File: config.mk
export PLATFORM = sky130hd
export DESIGN_NAME = bus_arbiter
export DESIGN_NICKNAME = d
export VERILOG_FILES = /design/src/rtl/bus_arbiter.sv
export SDC_FILE = /design/constraint.sdc
export NUM_CORES = 1
export LEC_CHECK = 0
export CORE_AREA = 2 2 96 191
export CTS_CLUSTER_SIZE = 8
export DETAILED_ROUTE_END_ITERATION = 10
export DIE_AREA = 0 0 98 193
export PLACE_DENSITY = 0.68
export SLEW_MARGIN = 20
export SYNTH_ARGS = -nofsm -noshare
export SYNTH_HDL_FRONTEND = slang
export SYNTH_SLANG_ARGS = --single-unit
File: constraint.sdc
create_clock -name clk -period 2 [get_ports clk]
set_input_delay 0.2 -clock clk [delete_from_list [all_inputs] [get_ports clk]]
set_output_delay 0.2 -clock clk [all_outputs]
set_load 0.01 [all_outputs]
File: src/rtl/bus_arbiter.sv
// bus_arbiter: shares one memory port between the fetch and MEM-stage ports.
// Ties in IDLE alternate between requesters using the last granted side, and a
// per-transaction counter forces completion with bus_err when memory never
// acknowledges.
module bus_arbiter #(
    parameter int unsigned TIMEOUT = 255
) (
    input  logic        clk,
    input  logic        rst,
    input  logic        inst_req,
    input  logic [31:0] inst_addr,
    output logic [31:0] inst_rdata,
    output logic        inst_ready,
    input  logic        data_req,
    input  logic [3:0]  data_wen,
    input  logic [31:0] data_addr,
    input  logic [31:0] data_wdata,
    output logic [31:0] data_rdata,
    output logic        data_ready,
    output logic        mem_req,
    output logic [3:0]  mem_wen,
    output logic [31:0] mem_addr,
    output logic [31:0] mem_wdata,
    input  logic [31:0] mem_rdata,
    input  logic        mem_ack,
    output logic        stall_req,
    output logic        bus_err
);

    typedef enum logic [1:0] {
        ST_IDLE   = 2'd0,
        ST_I_BUSY = 2'd1,
        ST_D_BUSY = 2'd2,
        ST_RESP   = 2'd3
    } state_t;

    // Value the counter holds in the last BUSY cycle before a forced completion.
    localparam logic [7:0] LP_CNT_LAST = 8'(TIMEOUT - 32'd1);

    state_t      r_state, w_state;
    logic        r_last_d, w_last_d;     // 1: data side was granted last
    logic [7:0]  r_cnt, w_cnt;
    logic        r_mem_req, w_mem_req;
    logic [3:0]  r_mem_wen, w_mem_wen;
    logic [31:0] r_mem_addr, w_mem_addr;
    logic [31:0] r_mem_wdata, w_mem_wdata;
    logic [31:0] r_inst_rdata, w_inst_rdata;
    logic [31:0] r_data_rdata, w_data_rdata;
    logic        r_inst_ready, w_inst_ready;
    logic        r_data_ready, w_data_ready;
    logic        r_bus_err, w_bus_err;

    // Next-state and next-output logic; every register holds unless changed below.
    always_comb begin
        w_state      = r_state;
        w_last_d     = r_last_d;
        w_cnt        = r_cnt;
        w_mem_req    = r_mem_req;
        w_mem_wen    = r_mem_wen;
        w_mem_addr   = r_mem_addr;
        w_mem_wdata  = r_mem_wdata;
        w_inst_rdata = r_inst_rdata;
        w_data_rdata = r_data_rdata;
        w_inst_ready = 1'b0;
        w_data_ready = 1'b0;
        w_bus_err    = 1'b0;
        case (r_state)
            ST_IDLE: begin
                // Data wins unless both request and data had the previous grant.
                if (data_req && (!inst_req || !r_last_d)) begin
                    w_state     = ST_D_BUSY;
                    w_last_d    = 1'b1;
                    w_cnt       = 8'd0;
                    w_mem_req   = 1'b1;
                    w_mem_wen   = data_wen;
                    w_mem_addr  = data_addr;
                    w_mem_wdata = data_wdata;
                end else if (inst_req) begin
                    w_state     = ST_I_BUSY;
                    w_last_d    = 1'b0;
                    w_cnt       = 8'd0;
                    w_mem_req   = 1'b1;
                    w_mem_wen   = 4'b0000;
                    w_mem_addr  = inst_addr;
                    w_mem_wdata = 32'h0000_0000;
                end else begin
                    w_state = ST_IDLE;
                end
            end
            ST_I_BUSY, ST_D_BUSY: begin
                if (mem_ack) begin
                    w_state   = ST_RESP;
                    w_mem_req = 1'b0;
                    if (r_state == ST_D_BUSY) begin
                        w_data_rdata = mem_rdata;
                        w_data_ready = 1'b1;
                    end else begin
                        w_inst_rdata = mem_rdata;
                        w_inst_ready = 1'b1;
                    end
                end else if (r_cnt >= LP_CNT_LAST) begin
                    // Memory never answered: complete with zero data and flag it.
                    w_state   = ST_RESP;
                    w_mem_req = 1'b0;
                    w_bus_err = 1'b1;
                    if (r_state == ST_D_BUSY) begin
                        w_data_rdata = 32'h0000_0000;
                        w_data_ready = 1'b1;
                    end else begin
                        w_inst_rdata = 32'h0000_0000;
                        w_inst_ready = 1'b1;
                    end
                end else begin
                    w_cnt = r_cnt + 8'd1;
                end
            end
            ST_RESP: begin
                w_state = ST_IDLE;
            end
            default: begin
                w_state   = ST_IDLE;
                w_mem_req = 1'b0;
            end
        endcase
    end

    // State and output registers with synchronous reset.
    always_ff @(posedge clk) begin
        if (rst) begin
            r_state      <= ST_IDLE;
            r_last_d     <= 1'b0;
            r_cnt        <= 8'd0;
            r_mem_req    <= 1'b0;
            r_mem_wen    <= 4'b0000;
            r_mem_addr   <= 32'h0000_0000;
            r_mem_wdata  <= 32'h0000_0000;
            r_inst_rdata <= 32'h0000_0000;
            r_data_rdata <= 32'h0000_0000;
            r_inst_ready <= 1'b0;
            r_data_ready <= 1'b0;
            r_bus_err    <= 1'b0;
        end else begin
            r_state      <= w_state;
            r_last_d     <= w_last_d;
            r_cnt        <= w_cnt;
            r_mem_req    <= w_mem_req;
            r_mem_wen    <= w_mem_wen;
            r_mem_addr   <= w_mem_addr;
            r_mem_wdata  <= w_mem_wdata;
            r_inst_rdata <= w_inst_rdata;
            r_data_rdata <= w_data_rdata;
            r_inst_ready <= w_inst_ready;
            r_data_ready <= w_data_ready;
            r_bus_err    <= w_bus_err;
        end
    end

    assign inst_rdata = r_inst_rdata;
    assign inst_ready = r_inst_ready;
    assign data_rdata = r_data_rdata;
    assign data_ready = r_data_ready;
    assign mem_req    = r_mem_req;
    assign mem_wen    = r_mem_wen;
    assign mem_addr   = r_mem_addr;
    assign mem_wdata  = r_mem_wdata;
    assign bus_err    = r_bus_err;

    // A requester stalls the pipeline until its completion pulse is visible.
    assign stall_req  = (inst_req & ~r_inst_ready) | (data_req & ~r_data_ready);

endmodule

==> results of run 1 <==
-- area by class of cell --
type | instances | area [um2] | area share
Timing Repair Buffer | 293 | 2990 | 0.312
Sequential cell | 147 | 2940 | 0.307
Inverter | 5 | 18.8 | 0.00196
Clock buffer | 20 | 437 | 0.0455
Tap cell | 213 | 267 | 0.0278
Clock inverter | 12 | 205 | 0.0214
Multi-Input combinational cell | 438 | 2730 | 0.285
-- cell families after synthesis --
family | Yosys count | synth area share
and+or+nand+nor | 236 | 0.197
DFF | 147 | 0.491
AOI/OAI and AO/OA | 165 | 0.192
xor gates and xnor gates | 1 | 0.00146
muxes | 32 | 0.0534
adders and majority gates | 4 | 0.00835
buffers and inverters | 62 | 0.0578
-- metrics by stage --
step / utilization / hold slack [ns] / cells / total power [mW]
2_1_floorplan: - / 0.343 / 647 / 5.89
5_1_grt: 0.547 / 0.173 / 1128 / 12.0
3_3_place_gp: 0.510 / 0.441 / 1096 / 7.86
3_5_place_dp: 0.510 / 0.448 / 1096 / 7.92
6_report: 0.547 / 0.179 / 1128 / 11.3
4_1_cts: 0.547 / 0.157 / 1128 / 11.5
-- cells in the mapped netlist, drive strengths merged --
cell type,n,share of area
a211oi,33,0.041
a21o,1,0.0013
a21oi,80,0.087
a221oi,1,0.0015
a22oi,36,0.045
a311oi,1,0.0015
a31oi,1,0.0010
a41oi,1,0.0015
and3,4,0.0042
and4,1,0.0019
buf,28,0.037
clkbuf,29,0.018
dfxtp,147,0.49
ha,4,0.0083
inv,5,0.0031
mux2i,32,0.053
nand2,75,0.047
nand2b,2,0.0021
nand3,68,0.082
nand3b,3,0.0038
nor2,75,0.047
nor2b,1,0.0010
nor3,4,0.0033
nor3b,1,0.0021
o211a,1,0.0017
o211ai,1,0.0013
o21a,1,0.0013
o21ai,7,0.0058
o22ai,1,0.0010
or3,1,0.0010
or3b,1,0.0015
xnor2,1,0.0015
-- path summary, 6_finish.rpt --
path	endpoint
worst max-delay path	data_rdata[0]
worst min-delay path	mem_req
worst min register to register	inst_rdata[24]
worst max register to register	data_rdata[0]
-- sequential cells by signal, indices dropped and copies added, names as in the netlist --
name,flops
mem_wen,4
data_rdata,32
inst_ready,1
bus_err,1
mem_addr,32
mem_wdata,32
mem_req,1
inst_rdata,32
r_cnt,8
data_ready,1
r_state,2
r_last_d,1
-- where the power goes --
group	switching, mW	internal, mW
Combinational	2.02	2.00
Sequential	0.317	3.50
Clock	1.27	2.22
Total	3.61	7.73
-- critical path: stages (launching register included) --
cell	delay (ns)
dfxtp_1	0.34
inv_1	0.06
ha_1	0.19
o211a_1	0.24
a21o_2	0.29
and3_2	0.26
buf_12	0.20
nand3_1	0.10
a21oi_1	0.07
-- routing by layer --
metal	vias to the layer above	wire (um)	global-route usage
li1	2785	-	-
met1	2619	7570	0.229
met2	250	8440	0.303
met4	0	370	0.0689
met3	27	1710	0.0735
met5	-	0	0
==> impl_metrics.csv, run 1 <==
group,metric,value,unit
clock_tree,numCtsBuffers,17,
finish,mostFrequentLayoutCells,"271 x clkdlybuf4s50_1, 147 x dfxtp_1, 75 x nand2_1, 75 x nor2_1, 47 x a21oi_1",
finish,drive_above_1_share,0.132,
placement,dp_slack,0.0785,ns
floorplan,row_count,69,
global_route,grt_max_degree,66,
routing,dr.pass1.iters,4,
global_route,grt_pass1_wl,28.9,mm
sta,relSlewSlack,0.582,
global_route,first_global_vias,5689,
sta,tightest_slew,0.627,ns
clock_tree,hold_buffers,0,
clock_tree,clk_latency,0.42,ns
finish,antenna_cells,0,
routing,final_antenna_net_count,0,
clock_tree,clock-sinks,147,
critical_path,critPathLaunchType,"flop",
logic_synthesis,synth_seq_cells,147,
sta,rsz0062_at_grt,"no",
logic_synthesis,ys_seq_area_frac,0.491,
critical_path,endpoint_kind,"flop",
sta,final-hold-violation-count,0,
critical_path,arrival,2.17,ns
routing,first_iter_violations,185,
job,drv_cap,0,
clock_tree,cts-resized-gates,0,
clock_tree,clk_pin_slew_worst_paths,0.06,ns
logic_synthesis,synthCells,647,
finish,synthToLayoutAreaGrowth,59.9,%
finish,layout_commonest_cell,"clkdlybuf4s50_1",
finish,design_area,0.00959,mm2
routing,dr_total_vias,5681,
floorplan,die_h,193,um
sta,setup_slack,0.114,ns
critical_path,critical_path_class,"reg -> reg",
critical_path,required,2.28,ns
logic_synthesis,syn_nets,788,
floorplan,dieWidth,98,um
clock_tree,cts_buffer_depth,2,
clock_tree,cts.htree.levels,4,
routing,routed_wl,18.1,mm
sta,period_needed,1.89,ns
sta,timing.final.crit_share,0.943,
critical_path,cp-startpoint,"r_cnt[0]",
critical_path,regToRegSetupSlack,0.11,ns
routing,wire_per_inst,16.0,um
critical_path,reg2regPathDepth,8,
hold_path,holdCritPathClass,"in -> reg",
sta,setup_viol,0,
placement,place.gp.congestion,0.855,
clock_tree,cts_setup_buffers,0,
power,p_leak,3.38,nW
sta,slew_violations,0,
floorplan,start_util,0.342,
logic_synthesis,postSynthAreaPerCell,9.27,um2
hold_path,hold_start,"rst",
critical_path,regToRegStartpoint,"r_cnt[0]",
placement,postPlaceCellArea,0.00894,mm2
sta,fmax,530,MHz
logic_synthesis,ys.warnings.count,0,
critical_path,critPathMaxFanout,32,
run_status,status,"complete, no violations",
hold_path,holdPathStages,2,
routing,detail_route.drc_violations,0,
sta,fin_skew,0.00831,ns
clock_tree,tritoncts,"done",
sta,tns,0,ns
finish,nets,1043,
logic_synthesis,syn_area,0.00600,mm2
floorplan,ioPinCount,274,
clock_tree,root_buffer,"clkbuf_16",
global_route,antenna_found_initial,0,
power,pwr_density_cell,1180,mW/mm2
placement,dp_hpwl,12.7,mm
power,ir_drop,680,uV
finish,nFillCells,1604,
routing,via_per_inst,5.04,
floorplan,coreArea,0.0175,mm2
global_route,overflow,0,
global_route,grt_usage,0.189,
floorplan,die-area,0.0189,mm2
logic_synthesis,synth_cell_types,39,
placement,port_buffers,273,
No activity file was read; power rests on OpenSTA's default activity.
==> inputs of run 2 (changes only) <==
GPL_TIMING_DRIVEN = 0   (was not set)
==> run 2 against run 1 <==
Clock-buffer cell count fell by 1. Sequential share of layout area fell by 0.34 points. Routed wire length rose by 7.0%. Critical path depth rose by 2. Combinational power rose by 1%. Largest power group unchanged. Worst setup slack got worse by 0.019 ns. First-iteration DRC count rose by 9.7%. Largest cell class unchanged. Final cell count rose by 3.5%. Flip-flop and latch count did not move. Die area did not move.
==> impl_metrics.csv, run 2 (synthesized netlist as in run 1, its figures left out) <==
group,metric,value,unit
run_status,status,"complete, no violations",
sta,fin_skew,0.0141,ns
placement,dp_hpwl,14.4,mm
routing,first_iter_violations,203,
placement,port_buffers,271,
clock_tree,clk_latency,0.42,ns
sta,timing.final.crit_share,0.952,
floorplan,start_util,0.342,
finish,nets,1082,
hold_path,holdCritPathClass,"in -> reg",
clock_tree,numCtsBuffers,17,
clock_tree,clock-sinks,147,
job,drv_cap,0,
critical_path,critPathLaunchType,"flop",
clock_tree,tritoncts,"done",
critical_path,critical_path_class,"reg -> reg",
floorplan,dieWidth,98,um
floorplan,die_h,193,um
routing,dr_total_vias,5806,
clock_tree,root_buffer,"clkbuf_16",
finish,layout_commonest_cell,"clkdlybuf4s50_1",
finish,mostFrequentLayoutCells,"271 x clkdlybuf4s50_1, 146 x dfxtp_1, 75 x nand2_1, 75 x nor2_1, 45 x a21oi_1",
routing,detail_route.drc_violations,0,
power,fin_total_pwr,11.2,mW
sta,setup_viol,0,
finish,antenna_cells,0,
finish,nFillCells,1616,
critical_path,required,2.26,ns
critical_path,critPathMaxFanout,10,
routing,dr.pass1.iters,4,
clock_tree,cts.htree.levels,4,
routing,via_per_inst,4.98,
global_route,grt_pass1_wl,30.6,mm
power,p_leak,3.45,nW
finish,synthToLayoutAreaGrowth,61.9,%
routing,wire_per_inst,16.6,um
sta,relSlewSlack,0.433,
routing,routed_wl,19.3,mm
floorplan,row_count,69,
placement,place.gp.congestion,0.790,
power,ir_drop,658,uV
sta,final-hold-violation-count,0,
sta,period_needed,1.90,ns
routing,final_antenna_net_count,0,
critical_path,arrival,2.16,ns
global_route,grt_usage,0.200,
global_route,grt_max_degree,17,
global_route,first_global_vias,6013,
sta,fmax,525,MHz
finish,drive_above_1_share,0.149,
sta,slew_violations,0,
sta,tightest_slew,0.851,ns
floorplan,coreArea,0.0175,mm2
sta,tns,0,ns
floorplan,ioPinCount,274,
critical_path,endpoint_kind,"flop",
global_route,antenna_found_initial,0,
global_route,overflow,0,
clock_tree,cts_buffer_depth,2,
sta,rsz0062_at_grt,"no",
clock_tree,clk_pin_slew_worst_paths,0.07,ns
floorplan,die-area,0.0189,mm2
power,pwr_density_cell,1160,mW/mm2
==> run 2: cell types whose count changed in the layout (fill, tap and decap cells not counted), sizes merged <==
cell,delta
clkbuf,+28
inv,+3
bufinv,-2
clkinvlp,-1
clkinv,+1
buf,+10
==> run 2: layout make-up <==
class	count	area (um2)	area share
timing repair buffer	276	2750	0.283
inverter	5	18.8	0.00193
buffer	56	368	0.0379
sequential	147	2950	0.304
multi-input combinational	438	2740	0.282
clock inverter	13	173	0.0178
tap	213	267	0.0275
clock buffer	19	443	0.0456
==> run 2: path summary, 6_finish.rpt <==
kind	startpoint	end	slack, ns	cells after the start
worst max-delay path	r_cnt[0]	data_rdata[18]	0.1	10
worst min-delay path	inst_req	r_last_d	0.14	2
worst max register to register	r_cnt[0]	data_rdata[18]	0.1	10
worst min register to register	inst_rdata[31]	inst_rdata[31]	0.45	2
==> run 2: per-layer routing <==
layer  wire length (um)  global-route usage  vias to the layer above
li1                   -                   -                     2861
met1               7760               0.228                     2679
met2               9480               0.340                      248
met3               1820              0.0782                       18
met4                290              0.0737                        0
met5                  0                   0                        -
==> run 2: power breakdown <==
group | leakage, nW | switching [mW] | internal (mW)
Sequential | 1.20 | 0.317 | 3.51
Clock | 0.287 | 1.33 | 2.02
Combinational | 1.97 | 2.09 | 1.99
==> run 2: timing repair <==
| item | 4_1_cts | 5_1_grt |
|---|---|---|
| hold buffers | 0 | 0 |
| resized for setup | 10 | 27 |
| setup endpoints to repair | 60 | 120 |
| setup buffers | 0 | 4 |
| pin swaps | 0 | 3 |
| gates cloned | 0 | 1 |
| hold endpoints to repair | 0 | 0 |
==> run 2: stage by stage <==
stage	setup slack, ns	hold WS (ns)	area [um2]	instances	utilization
final	0.0953	0.137	9710	1167	0.554
after global routing	0.00388	0.152	9710	1167	0.554
after CTS	0.00103	0.111	9620	1163	0.549
after detailed placement	-0.104	0.446	8970	1131	0.512
after global placement	-0.0500	0.443	8970	1131	0.512
after floorplan	0.161	0.343	6000	647	-
==> run 2: worst max-delay path, cell delays in order, from the launching register on <==
cell and delay (ns):
dfxtp_4 0.36, inv_1 0.06, ha_1 0.19, o211a_1 0.25
a21o_1 0.17, buf_6 0.14, and3_4 0.17, buf_6 0.14
buf_12 0.15, nand3_2 0.08, a21oi_2 0.05
